`src/rtl/dmux8way16_stream.sv`:
```
// dmux8way16_stream: steers each 16-bit input word into one of eight
// per-channel FIFOs chosen by in_sel. Each FIFO drains on its own
// valid/ready port. A full channel stalls only words addressed to it.
module dmux8way16_stream #(
  parameter int DEPTH = 2,
  parameter int AW    = 1
) (
  input  logic                  clk,
  input  logic                  rst_n,
  input  logic                  in_valid,
  output logic                  in_ready,
  input  logic [15:0]           in_data,
  input  logic [2:0]            in_sel,
  output logic [7:0]            out_valid,
  input  logic [7:0]            out_ready,
  output logic [127:0]          out_data,
  output logic [8*(AW+1)-1:0]   count
);

  localparam logic [AW:0] DEPTH_C = (AW+1)'(DEPTH);

  logic [7:0] full;

  // Acceptance depends only on the addressed channel's registered occupancy.
  assign in_ready = ~full[in_sel];

  genvar gi;
  generate
    for (gi = 0; gi < 8; gi++) begin : g_ch
      logic [15:0]   mem [DEPTH];
      logic [AW-1:0] wr_ptr_reg;
      logic [AW-1:0] rd_ptr_reg;
      logic [AW-1:0] rd_ptr_inc;
      logic [AW:0]   count_reg;
      logic [15:0]   head_reg;
      logic          push;
      logic          pop;
      logic          last_word;

      assign push       = in_valid & ~full[gi] & (in_sel == 3'(gi));
      assign pop        = (count_reg != '0) & out_ready[gi];
      assign rd_ptr_inc = rd_ptr_reg + AW'(1);
      // After this cycle's pop (if any) the FIFO holds no older word, so
      // the head comes straight from a push or keeps its last value.
      assign last_word  = (count_reg == '0) | ((count_reg == (AW+1)'(1)) & pop);

      assign full[gi]                    = (count_reg == DEPTH_C);
      assign out_valid[gi]               = (count_reg != '0);
      assign out_data[gi*16 +: 16]       = head_reg;
      assign count[gi*(AW+1) +: (AW+1)]  = count_reg;

      // Storage array: write-only on push, no reset needed for contents.
      always_ff @(posedge clk) begin
        if (push) begin
          mem[wr_ptr_reg] <= in_data;
        end
      end

      // Pointer and occupancy bookkeeping.
      always_ff @(posedge clk or negedge rst_n) begin
        if (!rst_n) begin
          wr_ptr_reg <= '0;
          rd_ptr_reg <= '0;
          count_reg  <= '0;
        end else begin
          if (push) wr_ptr_reg <= wr_ptr_reg + AW'(1);
          if (pop)  rd_ptr_reg <= rd_ptr_inc;
          count_reg <= count_reg + (AW+1)'(push) - (AW+1)'(pop);
        end
      end

      // Registered head word; holds its value when the channel drains.
      always_ff @(posedge clk or negedge rst_n) begin
        if (!rst_n) begin
          head_reg <= '0;
        end else if (last_word) begin
          if (push) head_reg <= in_data;
        end else if (pop) begin
          head_reg <= mem[rd_ptr_inc];
        end
      end

      // Occupancy must never exceed the FIFO depth.
      a_count_max: assert property (@(posedge clk) disable iff (!rst_n)
        count_reg <= DEPTH_C);
    end
  endgenerate

  // The select must be known whenever a word is offered.
  a_sel_known: assert property (@(posedge clk) disable iff (!rst_n)
    in_valid |-> !$isunknown(in_sel));

endmodule
```
`config.mk`:
```
export PLATFORM = sky130hd
export DESIGN_NAME = dmux8way16_stream
export DESIGN_NICKNAME = d
export VERILOG_FILES = /design/src/rtl/dmux8way16_stream.sv
export SDC_FILE = /design/constraint.sdc
export NUM_CORES = 1
export LEC_CHECK = 0
export BUFFER_PORTS_ARGS = -buffer_cell sky130_fd_sc_hd__buf_2
export CAP_MARGIN = 5
export CORE_ASPECT_RATIO = 0.8
export CORE_MARGIN = 1.5
export CORE_UTILIZATION = 53
export DETAILED_ROUTE_END_ITERATION = 8
export PLACE_DENSITY = 0.82
export REMOVE_ABC_BUFFERS = 1
export SLEW_MARGIN = 20
export SYNTH_ARGS = -nofsm -noshare
export SYNTH_HDL_FRONTEND = slang
export SYNTH_SLANG_ARGS = --single-unit
```
`constraint.sdc`:
```
create_clock -name clk -period 2.4 [get_ports clk]
set_clock_uncertainty 0.15 [all_clocks]
set_input_delay 0.48 -clock clk [delete_from_list [all_inputs] [get_ports clk]]
set_output_delay 0.48 -clock clk [all_outputs]
set_load 0.005 [all_outputs]
```
==> flow_summary_export.csv, run 1 <==
group,metric,value,unit
critical_path,critPathMaxStageDelay,0.49,ns
clocking,cts.sink_count,416,
critical_path,path_class,"reg -> out",
critical_path,cpMaxStageDelayCell,"dfrtp_2",
cells_and_area,mostFrequentLayoutCell,"edfxtp_1",
die,initial_core_util,0.5437,
cells_and_area,finalInstanceArea,20120,sq um
clocking,clock_path_buffers,3,
critical_path,worst_ep_required_time,1.77,ns
cells_and_area,synthToLayoutAreaGrowth,16.70,%
route,viasPerCell,5.580,
synthesis,synth_seq_cells,416,
critical_path,rr_startpoint,"g_ch[0].count_reg[1]",
min_path,hold_class,"in -> reg",
die,die_h,164.3,microns
power,p_int,16280,uW
die,pin_count,183,
outcome,outcome,"complete, no violations",
clocking,cts_tree,"done",
cells_and_area,nFillCells,2321,
power,pwr-share-comb,0.325,
timing,fin_crit_sh,0.9946,
synthesis,synth_top_cell_by_area,"edfxtp_1",
job,cap_violations,0,
timing,timing.final.ws_setup,0.01295,ns
power,pwr-share-clk,0.246,
synthesis,yosysWarnings,0,
critical_path,start_kind,"flop",
cells_and_area,final_net_count,1415,
power,p_total,24080,uW
synthesis,synth_cells,1163,
route,ant_nets,0,
route,wl,38.18,mm
cells_and_area,largest_register_ffs,256,
placement,gp_congestion,0.7771,
synthesis,synth_area,17240,sq um
route,drt_pass1_iterations,5,
timing,achievable-frequency,418.9,MHz
min_path,hold-path-endpoint,"g_ch[1].rd_ptr_reg",
clocking,insertion_delay,0.53,ns
critical_path,r2r-end,"g_ch[0].head_reg[2]",
timing,tns,0,ns
global_route,grt_usage,0.2315,
die,core,31710,sq um
global_route,grt-ovfl-total,0,
route,vias,10228,
global_route,grt_pass1_wl,58.33,mm
timing,finalSetupViolations,0,
timing,hold_viol_final,0,
power,netSwitchingFraction,0.3237,
timing,layout_min_cycle_time,2.387,ns
critical_path,reg2reg_depth,3,
power,seqPwrFrac,0.429,
critical_path,crit_fanout,8,
critical_path,worst-endpoint-arrival,1.76,ns
clocking,htreeDepth,2,
synthesis,synthArstFlopShare,0.3846,
route,drc,0,
global_route,grt_pass1_vias,10117,
synthesis,synth_cell_types,52,
clocking,clk_pin_slew,0.07,ns
min_path,hold_depth,3,
route,post_drt_wl_per_cell,20.83,microns
synthesis,yosys-top-cells-area,"edfxtp_1, dfrtp_1, mux2_2, mux2i_1, nand2_1",
critical_path,worstPathCellList,"nor2b_2, o22ai_1, nor3_1, a31oi_2, buf_2",
power,vdd_ir_drop_max,0.6807,mV
timing,maxSlewHeadroom,0.3021,
clocking,numCtsBuffers,40,
clocking,cts-root-buf,"clkbuf_16",
synthesis,seq_area_frac_synth,0.6780,
synthesis,synth_edf_count,256,
die,dieArea,33630,sq um
global_route,grt_start_max_net_pins,55,
cells_and_area,final_cell_mix,"edfxtp_1, buf_2, dfrtp_1",
placement,dp_hpwl,24.44,mm
route,drt-initial-drc-count,767,
global_route,antenna_found_initial,4,
synthesis,synth_top_area_frac,0.4458,
critical_path,r2r_slack,0.46,ns
timing,tightest_slew,1.041,ns
die,die-width,204.7,microns
power,power.density,1197,nW/um^2
cells_and_area,drive_gt1_frac,0.3397,
synthesis,synth_flop_cell,"edfxtp_1",
die,rows,58,
placement,port-buffer-count,182,
placement,dp_slack,-0.1139,ns
synthesis,avgSynthCellArea,14.83,sq um
critical_path,critical_path.endpoint_type,"output pin",
power,netSwitchingPower,7794,uW
placement,placed_area,18770,sq um
power,p_leak,0.008202,uW
min_path,hold_start,"out_ready[1]",
timing,slew_violations,0,
timing,rsz0062_at_grt,"true",
## per-stage QoR
stage                       util  hold WS [ns]  std cells
after global routing      0.6342        0.1218       1829
final                     0.6345        0.1299       1833
after detailed placement  0.5918        0.3145       1749
after global placement    0.5918        0.3012       1749
after CTS                 0.6333        0.1094       1827
after floorplan                -       0.03441       1096
## cell usage after synthesis (8+ instances only)
cell	number
mux2_2	128
nor2_1	12
o21ai_1	26
buf_4	12
buf_2	36
xor2_1	8
ha_1	8
dfrtp_1	160
inv_1	17
mux2i_1	128
nand2_1	142
edfxtp_1	256
xnor2_1	24
clkbuf_1	8
o21ai_0	105
## power groups by stage
stage,Combinational (uW),Clock [uW],Sequential [uW]
2_1_floorplan,4310,0,10500
3_3_place_gp,7410,0,10400
3_5_place_dp,7650,0,10500
4_1_cts,7870,6040,10300
5_1_grt,8560,6330,10500
6_report,7820,5920,10300
## worst max path at each step
stage                         start             endpoint  slack, ns
2_1_floorplan             in_sel[1]    g_ch[5].mem[0][0]      -0.02
5_1_grt        g_ch[0].count_reg[0]             in_ready      -0.07
3_3_place_gp              in_sel[0]  g_ch[6].head_reg[3]       0.01
4_1_cts        g_ch[2].count_reg[0]             in_ready      0.002
3_5_place_dp              in_sel[0]  g_ch[6].head_reg[2]      -0.11
6_report       g_ch[2].count_reg[0]             in_ready       0.01
## metal layers
metal	wire [microns]	global-route usage	up-vias
li1	-	-	4664
met1	16740	0.3320	5179
met2	17910	0.3601	321
met3	2679	0.04683	62
met4	835	0.06718	2
met5	10	0	-
## critical path: cells and delay by family, from the launching register on
family                 cells  cell delay [ns]
DFF                        1             0.49
and+or+nand+nor            2             0.41
AOI/OAI and AO/OA          2             0.17
buffers and inverters      1             0.15
## cell families after synthesis
logic type,count (synthesis),share of synthesized area
xor+xnor,32,0.01625
compound gates,165,0.06132
simple gates,202,0.05428
mux,256,0.1579
fa+ha+maj,8,0.005805
buf+inv,84,0.02641
flops,416,0.6780
## area by class of cell
class | count | area, sq um | share of cell area
sequential | 416 | 11710 | 0.5818
clock inverter | 17 | 107.6 | 0.005348
tap | 420 | 525.5 | 0.02612
antenna | 6 | 15.01 | 0.0007462
clock buffer | 55 | 1119 | 0.05559
inverter | 17 | 63.81 | 0.003171
multi-input combinational | 663 | 5161 | 0.2565
timing repair buffer | 239 | 1423 | 0.07070
## repair_timing
item	CTS	global route
setup buffers	5	0
resized for setup	20	2
hold buffers	1	0
pin swaps	2	0
endpoints found under the hold margin	44	0
setup endpoints to repair	1	1
(Power assumes the default switching activity.)
==> run 2: changes to the inputs <==
PLACE_DENSITY = default   (was 0.82)
PLACE_DENSITY_LB_ADDON = 0.3   (was default)
==> flow_summary_export.csv, run 2 (synthesis results as in run 1) <==
group,metric,value,unit
power,power.density,1214,nW/um^2
clocking,cts.sink_count,416,
cells_and_area,drive_gt1_frac,0.3437,
die,die-width,204.7,microns
die,pin_count,183,
clocking,numCtsBuffers,41,
clocking,cts-root-buf,"clkbuf_16",
die,dieArea,33630,sq um
critical_path,start_kind,"flop",
clocking,clock_path_buffers,3,
route,drt-initial-drc-count,676,
timing,whs,0.07507,ns
route,post_drt_wl_per_cell,20.53,microns
clocking,cts_tree,"done",
timing,hold_viol_final,0,
global_route,grt_start_max_net_pins,63,
route,vias,10012,
cells_and_area,final_cell_mix,"edfxtp_1, buf_2, dfrtp_1",
timing,tightest_slew,0.6553,ns
min_path,hold_class,"in -> reg",
clocking,clk_pin_slew,0.06,ns
placement,gp_congestion,0.8203,
min_path,hold_depth,1,
global_route,grt_usage,0.2306,
route,ant_nets,0,
power,p_leak,0.008293,uW
cells_and_area,utilization,0.6414,
timing,achievable-frequency,422.4,MHz
cells_and_area,synthToLayoutAreaGrowth,17.96,%
critical_path,r2r-end,"g_ch[1].head_reg[1]",
die,die_h,164.3,microns
critical_path,crit_fanout,2,
die,core,31710,sq um
power,vdd_ir_drop_max,0.6697,mV
critical_path,rr_startpoint,"g_ch[1].count_reg[0]",
die,rows,58,
placement,dp_slack,0.1813,ns
timing,layout_min_cycle_time,2.367,ns
timing,timing.final.ws_setup,0.03254,ns
global_route,grt_pass1_wl,57.95,mm
timing,slew_violations,0,
timing,rsz0062_at_grt,"true",
global_route,grt-ovfl-total,0,
cells_and_area,mostFrequentLayoutCell,"edfxtp_1",
critical_path,path_class,"reg -> out",
placement,dp_hpwl,23.83,mm
clocking,insertion_delay,0.54,ns
die,initial_core_util,0.5437,
route,drc,0,
cells_and_area,largest_register_ffs,256,
route,wl,37.74,mm
job,cap_violations,0,
timing,fin_crit_sh,0.9864,
critical_path,worst-endpoint-arrival,1.74,ns
min_path,hold-path-endpoint,"g_ch[4].mem[1][15]",
cells_and_area,final_net_count,1422,
global_route,grt_pass1_vias,9976,
critical_path,worst_ep_required_time,1.77,ns
global_route,antenna_found_initial,1,
critical_path,r2r_slack,0.57,ns
outcome,outcome,"complete, no violations",
clocking,htreeDepth,2,
critical_path,critical_path.endpoint_type,"output pin",
critical_path,reg2reg_depth,5,
placement,port-buffer-count,182,
route,viasPerCell,5.447,
min_path,hold_start,"in_data[15]",
route,drt_pass1_iterations,5,
timing,finalSetupViolations,0,
timing,maxSlewHeadroom,0.5631,
run 2: cell types whose count changed in the layout (fill, tap and decap cells not counted), sizes merged:
| cell | change |
|---|---|
| diode | -5 |
| clkinv | -10 |
| inv | +2 |
| clkbuf | +9 |
| buf | +6 |
| bufinv | +3 |
run 2: power by group:
part / internal [uW] / total [uW] / switching [uW]
registers: 9160 / 10200 / 1040
clock network: 3870 / 6490 / 2620
logic: 3840 / 7990 / 4150
run 2: timing repair:
item                       CTS  global route
hold endpoints to repair    46             0
buffers inserted             5             2
hold buffers                 1             0
cloned                       0             0
setup endpoints to repair    1             1
gates resized for setup     24             4
pin swaps                    3             2
run 2: worst max-delay path by stage:
stage,endpoint,slack (ns),startpoint,cells after the start
2_1_floorplan,g_ch[5].mem[0][0],-0.02,in_sel[1],2
3_3_place_gp,in_ready,0.17,in_sel[0],6
3_5_place_dp,g_ch[0].mem[1][8],0.18,in_sel[2],5
4_1_cts,in_ready,-0.02,g_ch[0].count_reg[1],5
5_1_grt,in_ready,-0.06,g_ch[0].count_reg[1],5
6_report,in_ready,0.03,g_ch[0].count_reg[1],5
run 2: cell type report:
| cell class | instances | area [sq um] |
|---|---|---|
| antenna | 1 | 2.502 |
| clock buffer | 64 | 1196 |
| clock inverter | 12 | 163.9 |
| fill | 2330 | 11370 |
| inverter | 17 | 63.81 |
| multi-input combinational | 663 | 5174 |
| sequential | 416 | 11710 |
| tap | 420 | 525.5 |
| timing repair buffer | 245 | 1505 |
run 2: layer usage:
layer,global-route usage,wire length [microns]
met5,0,0
met4,0.06049,773
met3,0.04365,2422
met2,0.3572,17610
met1,0.3361,16930
run 2: worst max-delay path, stage by stage (launching register included):
cell	delay [ns]
dfrtp_2	0.40
nor3b_4	0.15
a311oi_2	0.22
nor3_2	0.08
a31oi_2	0.20
buf_2	0.15
run 2: stage by stage:
step / setup TNS [ns] / instances / total power, uW / area, sq um
final: 0 / 1838 / 24680 / 20340
after global routing: -0.05699 / 1837 / 26150 / 20340
after global placement: 0 / 1753 / 17950 / 18840
after detailed placement: 0 / 1753 / 18200 / 18840
after floorplan: -0.3990 / 1096 / 14850 / 16850
after CTS: -0.02320 / 1835 / 24880 / 20310
